<file path="config.mk">
export PLATFORM = sky130hd
export DESIGN_NAME = vxe_cu_dispatch_ctrl_flat
export DESIGN_NICKNAME = d
export VERILOG_FILES = /design/src/rtl/vxe_cu_dispatch_ctrl_if.sv /design/src/rtl/vxe_cu_dispatch_ctrl.sv /design/src/flat_wrapper.sv
export SDC_FILE = /design/constraint.sdc
export NUM_CORES = 1
export LEC_CHECK = 0
export CORE_UTILIZATION = 38
export DETAILED_ROUTE_END_ITERATION = 6
export PLACE_DENSITY_LB_ADDON = 0.12
export REMOVE_ABC_BUFFERS = 1
export SYNTH_ARGS = -nofsm -noshare
export SYNTH_HDL_FRONTEND = slang
export SYNTH_SLANG_ARGS = --single-unit
</file>
<file path="constraint.sdc">
create_clock -name clk -period 1.5 [get_ports clk]
set_input_delay 0.375 -clock clk [delete_from_list [all_inputs] [get_ports clk]]
set_output_delay 0.375 -clock clk [all_outputs]
set_load 0.02 [all_outputs]
</file>
<file path="src/rtl/vxe_cu_dispatch_ctrl_if.sv">
// Command-queue and VPU-side signal bundle of the CU dispatcher.
// master = dispatcher view, slave = queue/VPU side view.
interface vxe_cu_dispatch_ctrl_if #(
  parameter int NR_VPUS = 2,
  parameter int CMDW    = 56
);
  logic               i_cmd_valid;
  logic [CMDW-1:0]    i_cmd_data;
  logic [NR_VPUS-1:0] i_cmd_dst;
  logic               o_cmd_rd;
  logic [NR_VPUS-1:0] o_vpu_valid;
  logic [CMDW-1:0]    o_vpu_data;
  logic [NR_VPUS-1:0] i_vpu_rdy;

  modport master (
    input  i_cmd_valid, i_cmd_data, i_cmd_dst, i_vpu_rdy,
    output o_cmd_rd, o_vpu_valid, o_vpu_data
  );

  modport slave (
    output i_cmd_valid, i_cmd_data, i_cmd_dst, i_vpu_rdy,
    input  o_cmd_rd, o_vpu_valid, o_vpu_data
  );
endinterface

</file>
<file path="src/rtl/vxe_cu_dispatch_ctrl.sv">
// Pops decoded commands and multicasts them to VPUs, 1-cycle pop-to-valid latency;
// the next pop waits until every targeted VPU has accepted, halt drains then parks.
module vxe_cu_dispatch_ctrl #(
  parameter int NR_VPUS = 2,
  parameter int CMDW    = 56
) (
  input  logic                          clk,
  input  logic                          rst,
  input  logic                          i_halt,
  input  logic                          i_unhalt,
  vxe_cu_dispatch_ctrl_if.master        bus,
  output logic                          o_active,
  output logic                          o_halted,
  output logic                          o_err_dst
);

  typedef enum logic [1:0] {
    ST_RUN    = 2'd0,
    ST_DRAIN  = 2'd1,
    ST_HALTED = 2'd2
  } state_t;

  state_t             state_q, state_d;
  logic [NR_VPUS-1:0] pend_q, pend_d;
  logic [CMDW-1:0]    data_q, data_d;
  logic               active_q, active_d;
  logic               halted_q, halted_d;
  logic               err_q, err_d;

  logic [NR_VPUS-1:0] pend_nx;
  logic               halt_req;
  logic               load;

  always_comb begin
    pend_nx  = pend_q & ~bus.i_vpu_rdy;
    halt_req = (state_q == ST_RUN) & i_halt;
    // rst gates the pop so the queue head is never consumed while in reset
    load     = ~rst & (state_q == ST_RUN) & ~halt_req & bus.i_cmd_valid &
               (pend_nx == '0);

    state_d = state_q;
    unique case (state_q)
      ST_RUN: begin
        if (i_halt) state_d = (pend_nx == '0) ? ST_HALTED : ST_DRAIN;
      end
      ST_DRAIN: begin
        if (i_unhalt)              state_d = ST_RUN;
        else if (pend_nx == '0)    state_d = ST_HALTED;
      end
      ST_HALTED: begin
        if (i_unhalt) state_d = ST_RUN;
      end
      default: state_d = ST_RUN;
    endcase

    pend_d   = load ? bus.i_cmd_dst  : pend_nx;
    data_d   = load ? bus.i_cmd_data : data_q;
    active_d = (pend_d != '0);
    halted_d = (state_d == ST_HALTED);
    err_d    = load & (bus.i_cmd_dst == '0);
  end

  always_ff @(posedge clk) begin
    if (rst) begin
      state_q  <= ST_RUN;
      pend_q   <= '0;
      data_q   <= '0;
      active_q <= 1'b0;
      halted_q <= 1'b0;
      err_q    <= 1'b0;
    end else begin
      state_q  <= state_d;
      pend_q   <= pend_d;
      data_q   <= data_d;
      active_q <= active_d;
      halted_q <= halted_d;
      err_q    <= err_d;
    end
  end

  assign bus.o_cmd_rd    = load;
  assign bus.o_vpu_valid = pend_q;
  assign bus.o_vpu_data  = data_q;
  assign o_active        = active_q;
  assign o_halted        = halted_q;
  assign o_err_dst       = err_q;

endmodule

</file>
<file path="src/flat_wrapper.sv">
// flat-port wrapper written by rule: the top's interface ports become plain ports
module vxe_cu_dispatch_ctrl_flat 
#(
  parameter int NR_VPUS = 2,
  parameter int CMDW    = 56
)
  (clk, rst, i_halt, i_unhalt, o_active, o_halted, o_err_dst, bus_i_cmd_valid, bus_i_cmd_data, bus_i_cmd_dst, bus_i_vpu_rdy, bus_o_cmd_rd, bus_o_vpu_valid, bus_o_vpu_data);
  vxe_cu_dispatch_ctrl_if #(.NR_VPUS(NR_VPUS), .CMDW(CMDW)) bus_i ();
  input  logic clk;
  input  logic rst;
  input  logic i_halt;
  input  logic i_unhalt;
  output logic o_active;
  output logic o_halted;
  output logic o_err_dst;
  input wire logic [$bits(bus_i.i_cmd_valid)-1:0] bus_i_cmd_valid;
  input wire logic [$bits(bus_i.i_cmd_data)-1:0] bus_i_cmd_data;
  input wire logic [$bits(bus_i.i_cmd_dst)-1:0] bus_i_cmd_dst;
  input wire logic [$bits(bus_i.i_vpu_rdy)-1:0] bus_i_vpu_rdy;
  output wire logic [$bits(bus_i.o_cmd_rd)-1:0] bus_o_cmd_rd;
  output wire logic [$bits(bus_i.o_vpu_valid)-1:0] bus_o_vpu_valid;
  output wire logic [$bits(bus_i.o_vpu_data)-1:0] bus_o_vpu_data;
  assign bus_i.i_cmd_valid = bus_i_cmd_valid;
  assign bus_i.i_cmd_data = bus_i_cmd_data;
  assign bus_i.i_cmd_dst = bus_i_cmd_dst;
  assign bus_i.i_vpu_rdy = bus_i_vpu_rdy;
  assign bus_o_cmd_rd = bus_i.o_cmd_rd;
  assign bus_o_vpu_valid = bus_i.o_vpu_valid;
  assign bus_o_vpu_data = bus_i.o_vpu_data;
  vxe_cu_dispatch_ctrl #(.NR_VPUS(NR_VPUS), .CMDW(CMDW)) u_core (.clk(clk), .rst(rst), .i_halt(i_halt), .i_unhalt(i_unhalt), .bus(bus_i), .o_active(o_active), .o_halted(o_halted), .o_err_dst(o_err_dst));
endmodule
</file>
Word-level counts from Yosys, hierarchy flattened
Cells that the tools add are included.
- flip-flop bits (word level): 63
- output and inout bits: 62
- word-level logic and storage cells: 30
- equality and inequality tests: 3
- multiplexer cells: 7
- bitwise gates (word level): 10
- reduce and logical (&&, ||, !) cells: 4
- operator list (cell ; number):
    $mux 2 ; 6
    $and 1x1->1 ; 6
    $logic_not 2->1 ; 3
    $pmux 2 s3 ; 1
    $eq 2x2->1 const B ; 2
    $and 2x2->2 ; 1
    $eq 2x1->1 const B ; 1
    $not 1->1 ; 2
    $not 2->2 ; 1
    $reduce_bool 2->1 ; 1

Logic depth before layout (Yosys ltp)
- depth after elaboration: 8
- depth in mapped cells: 6
- mapped depth without buffers: 3

Worst setup path after synthesis
OpenSTA, ideal clock, no wires.
- kind: input port to output port
- from: in i_halt
- to: out bus_o_cmd_rd
- arrival time: 1.116 ns
- data required time: 1.125 ns
- slack: 0.009 ns
- stages: 3
- path buffers: 0
- cell sequence: nor4b_4 nand3_1 nor2_1
- longest elaborated chain between the ends: 5
- ends and longest elaborated chain (item ; line ; text):
    start: declaration ; flat_wrapper.sv:11 ; input logic i_halt;
    $and 1x1->1 ; vxe_cu_dispatch_ctrl.sv:36 ; halt_req = (state_q == ST_RUN) & i_halt;
    $not 1->1 ; vxe_cu_dispatch_ctrl.sv:38 ; load = ~rst & (state_q == ST_RUN) & ~halt_req & bus.i_cmd_valid &
    $and 1x1->1 (3 in a row) ; vxe_cu_dispatch_ctrl.sv:38 ;
    end: declaration ; flat_wrapper.sv:20 ; output wire logic [$bits(bus_i.o_cmd_rd)-1:0] bus_o_cmd_rd;
Every way passes these cells.

Final worst setup path
- from: reg u_core.state_q[0]
- to: out bus_o_cmd_rd
- longest elaborated chain between the ends: 6
- elaborated cells between the ends (all ways): 7
- ends and longest elaborated chain (item ; line ; text):
    start: declaration ; vxe_cu_dispatch_ctrl.sv:23 ; state_t state_q, state_d;
    start signal: assignment ; vxe_cu_dispatch_ctrl.sv:72 ; state_q <= state_d;
    $logic_not 2->1 * ; vxe_cu_dispatch_ctrl.sv:36, vxe_cu_dispatch_ctrl.sv:38 ;
    $and 1x1->1 ; vxe_cu_dispatch_ctrl.sv:36 ;
    $not 1->1 ; vxe_cu_dispatch_ctrl.sv:38 ;
    $and 1x1->1 * (3 in a row) ; vxe_cu_dispatch_ctrl.sv:38 ;
Mark *: on every way between the ends. The rest lies on a longest branch, timed or not.

==> metrics.md <==
| Metric | Value |
|---|---|
| Pwr dens | `915 mW/mm2` |
| Global-route wire length before repair | `10700 um` |
| Ys async rst share | `0%` |
| Hold Startpoint | `u_core.bus.o_vpu_data[23]` |
| Pre-CTS setup slack | `-0.853 ns` |
| Gr usage total | `18.2%` |
| Setup Skew | `0.00987 ns` |
| Unrepaired setup endpoints after global routing | `true` |
| CP peak stage delay | `0.34 ns` |
| Clk pin slew, worst setup/hold paths | `0.07 ns` |
| Grt total ovfl | `0` |
| Crit-path slowest cell | `dfxtp_2` |
| Die height | `88.4 um` |
| Synth Flop Type | `dfxtp_1` |
| Drt via density | `4.47` |
| Switching pwr | `1.03 mW` |
| Core area | `0.00725 mm2` |
| Final Hold Viols | `0` |
| Yosys warning total | `0` |
| Post-synth cell types | `20` |
| DRC errors left | `0` |
| CTS Buf Count | `9` |
| Initial antenna violation count | `0` |
| WL/cell | `13.4 um` |
| Util after Layout | `63.0%` |
| Yosys top cell by area | `dfxtp_1` |
| Setup crit start kind | `flip-flop` |
| Mapped Cells | `274` |
| Largest cells by area after synthesis | `dfxtp_1 44%, nand2b_1 25%, mux2i_1 20%` |
| Post-Route WL | `7000 um` |
| CTS tree | `done` |
| IO buf count | `126` |
| Synth Register Bits | `63` |
| Clock Path Buffers | `2` |
| Max_slew headroom | `76.1%` |
| Post-synth EDFFs | `0` |
| Top cells by count, synth | `114 x nand2b_1, 63 x dfxtp_1, 56 x mux2i_1, 12 x clkbuf_1, 5 x buf_12` |
| Comb pwr share | `20.2%` |
| Reg2Reg Setup Slack | `-0.07 ns` |
| Max Fclk | `583 MHz` |
| Root Buffer | `clkbuf_8` |
| Critical Path RT | `1.12 ns` |
| Max-cap viol count | `0` |
| Clk Latency, worst-skew pair | `0.33 ns` |
| Worst setup EP type | `output pin` |
| CTS Hold Bufs | `0` |
| Share of the synthesized area in the top cell type | `44.4%` |
| Setup_tns | `-1.43 ns` |
| Area grow syn2layout | `61.2%` |
| Max-slew violations | `0` |
| Period minus WS final | `1.72 ns` |
| Post-route setup slack | `-0.216 ns` |
| Violated checks | `negative setup slack` |
| Post-Syn Area | `0.00284 mm2` |
| Inserted Diodes | `0` |
| Largest net degree at the start of global routing | `52` |
| Starting Density | `39.1%` |
| Leakage power | `1.99 nW` |
| Avg Synthesized Cell Area | `10.4 um2` |
| Net count reported at finish | `485` |
| DRT iter0 DRCs | `60` |
| Cell-internal power | `3.15 mW` |
| Crit path kind | `flip-flop to output pin` |
| Net Sw Frac | `24.7%` |
| Fill cell count | `649` |
| Post-DP HPWL | `4550 um` |
| Htree depth | `3` |
| Worst R2R End | `u_core.bus.o_vpu_data[41]` |
| Hold Path End | `u_core.bus.o_vpu_data[23]` |
| Layout cells sized above 1 | `12.2%` |
| Critical-path cell list | `nor4b_4 -> nand3_1 -> nor2_1 -> buf_4` |
| IO Pins | `127` |
| Hold Crit Depth | `2` |
| R2R depth | `6` |
| Clock power share | `36.6%` |
| Sequential-to-total area share from yosys stat | `44.4%` |
| Final Cycle Share | `114%` |
| Worst slew pin tran | `0.358 ns` |
| Most frequent cell after synthesis | `nand2b_1` |
| First-pass iteration count of the detailed router | `4` |
| Number of global-route vias before repair | `2214` |
| Worst IR Drop VDD | `0.000444 V` |
| Die ar. | `0.00782 mm2` |
| Die Wd | `88.4 um` |
| Post-DRT Antenna Nets | `0` |
| Vias after detailed routing | `2344` |
| CP Max Fanout | `2` |
| Worst EP arrival | `1.34 ns` |
| Worst R2R Start | `u_core.state_q[0]` |
| Endpoints failing setup | `46` |
| GPL Wtd Cong | `0.706` |
| Worst hold path class | `flip-flop to flip-flop` |
| Reg power frac | `43.2%` |
| Tot Pwr | `4.19 mW` |
| Cell Count, Final, Fillers Out | `524` |
| Dpl cells | `494` |
| Status | `finished, violations left` |
| CTS sink count | `63` |
| Placement Rows | `31` |
cells in the final DEF (no fill, tap or decap):
cell               n
a21oi_1            3
and2_1             1
and3_4             1
buf_12             6
buf_16             2
buf_2              1
buf_4             14
buf_6              5
buf_8              2
bufinv_16          1
clkbuf_1           1
clkbuf_16          1
clkbuf_2           1
clkbuf_8          12
clkdlybuf4s50_1   61
clkinv_2           2
dfxtp_1           61
dfxtp_2            2
dlygate4sd2_1     62
inv_1              1
mux2i_1           55
mux2i_2            1
nand2b_1         114
nand3_1            1
nand4_1            2
nor2_1             3
nor2b_1            2
nor4_1             1
nor4b_4            1
o2111ai_1          1
o21ai_0            2
o41ai_1            2
routing by layer:
layer / part of all wire, % / up-vias / global-route usage, %
met2: 48 / 77 / 29.3
li1: - / 1182 / -
met4: 2.0 / 0 / 10.3
met3: 7.3 / 12 / 5.04
met5: 0 / - / 0
met1: 43 / 1073 / 21.9
registers in the layout, summed over array words and instances (netlist names):
register                count
u_core.bus.o_vpu_data      56
u_core.bus.o_vpu_valid      2
u_core.o_active             1
u_core.o_err_dst            1
u_core.o_halted             1
u_core.state_q              2
stage by stage:
stage               hold slack (ns)  cell area [um2]
floorplan                     0.444             2670
global placement              0.457             4200
detailed placement            0.462             4200
CTS                           0.472             4630
global route                  0.485             4570
finish                        0.468             4570
power groups by stage:
| stage | clock, mW | combinational (mW) | sequential [mW] |
|---|---|---|---|
| finish | 1.53 | 0.845 | 1.81 |
| global route | 1.65 | 0.904 | 1.82 |
| CTS | 1.59 | 0.878 | 1.81 |
| detailed placement | 0 | 0.802 | 1.85 |
| global placement | 0 | 0.794 | 1.84 |
| floorplan | 0 | 0.252 | 1.96 |
cell type report:
type	instances	area [um2]	share of cell area (%)
multi-input combinational	190	1420	31.0
clock inverter	3	40.0	0.876
timing repair buffer	155	1560	34.0
clock buffer	13	169	3.69
sequential	63	1260	27.6
tap	99	124	2.71
inverter	1	3.75	0.0821
worst max-delay path, delay by kind of cell (launching register included):
kind,cells,cell delay (ns)
AND/OR/NAND/NOR,3,0.52
flip-flops,1,0.34
buffers and inverters,1,0.15
what timing repair did:
item | in CTS | in global routing
cloned | 5 | 1
resized for setup | 86 | 13
setup endpoints to repair | 118 | 58
pin swaps | 4 | 3
setup buffers | 12 | 3
how the worst max path moves through the flow:
stage,from,to,slack (ns),depth (start not counted)
floorplan,i_halt,u_core.bus.o_vpu_data[0],-1.55,3
CTS,u_core.state_q[1],bus_o_cmd_rd,-0.27,4
global route,u_core.state_q[0],bus_o_cmd_rd,-0.27,4
finish,u_core.state_q[0],bus_o_cmd_rd,-0.22,4
global placement,i_halt,bus_o_cmd_rd,-0.86,5
detailed placement,i_halt,bus_o_cmd_rd,-0.85,5
cell families after synthesis:
family	share of synthesized area [%]
multiplexers	19.8
AND/OR/NAND/NOR	28.1
AO/OA/AOI/OAI	1.81
buffers and inverters	5.91
flip-flops	44.4
(Power assumes the default switching activity.)
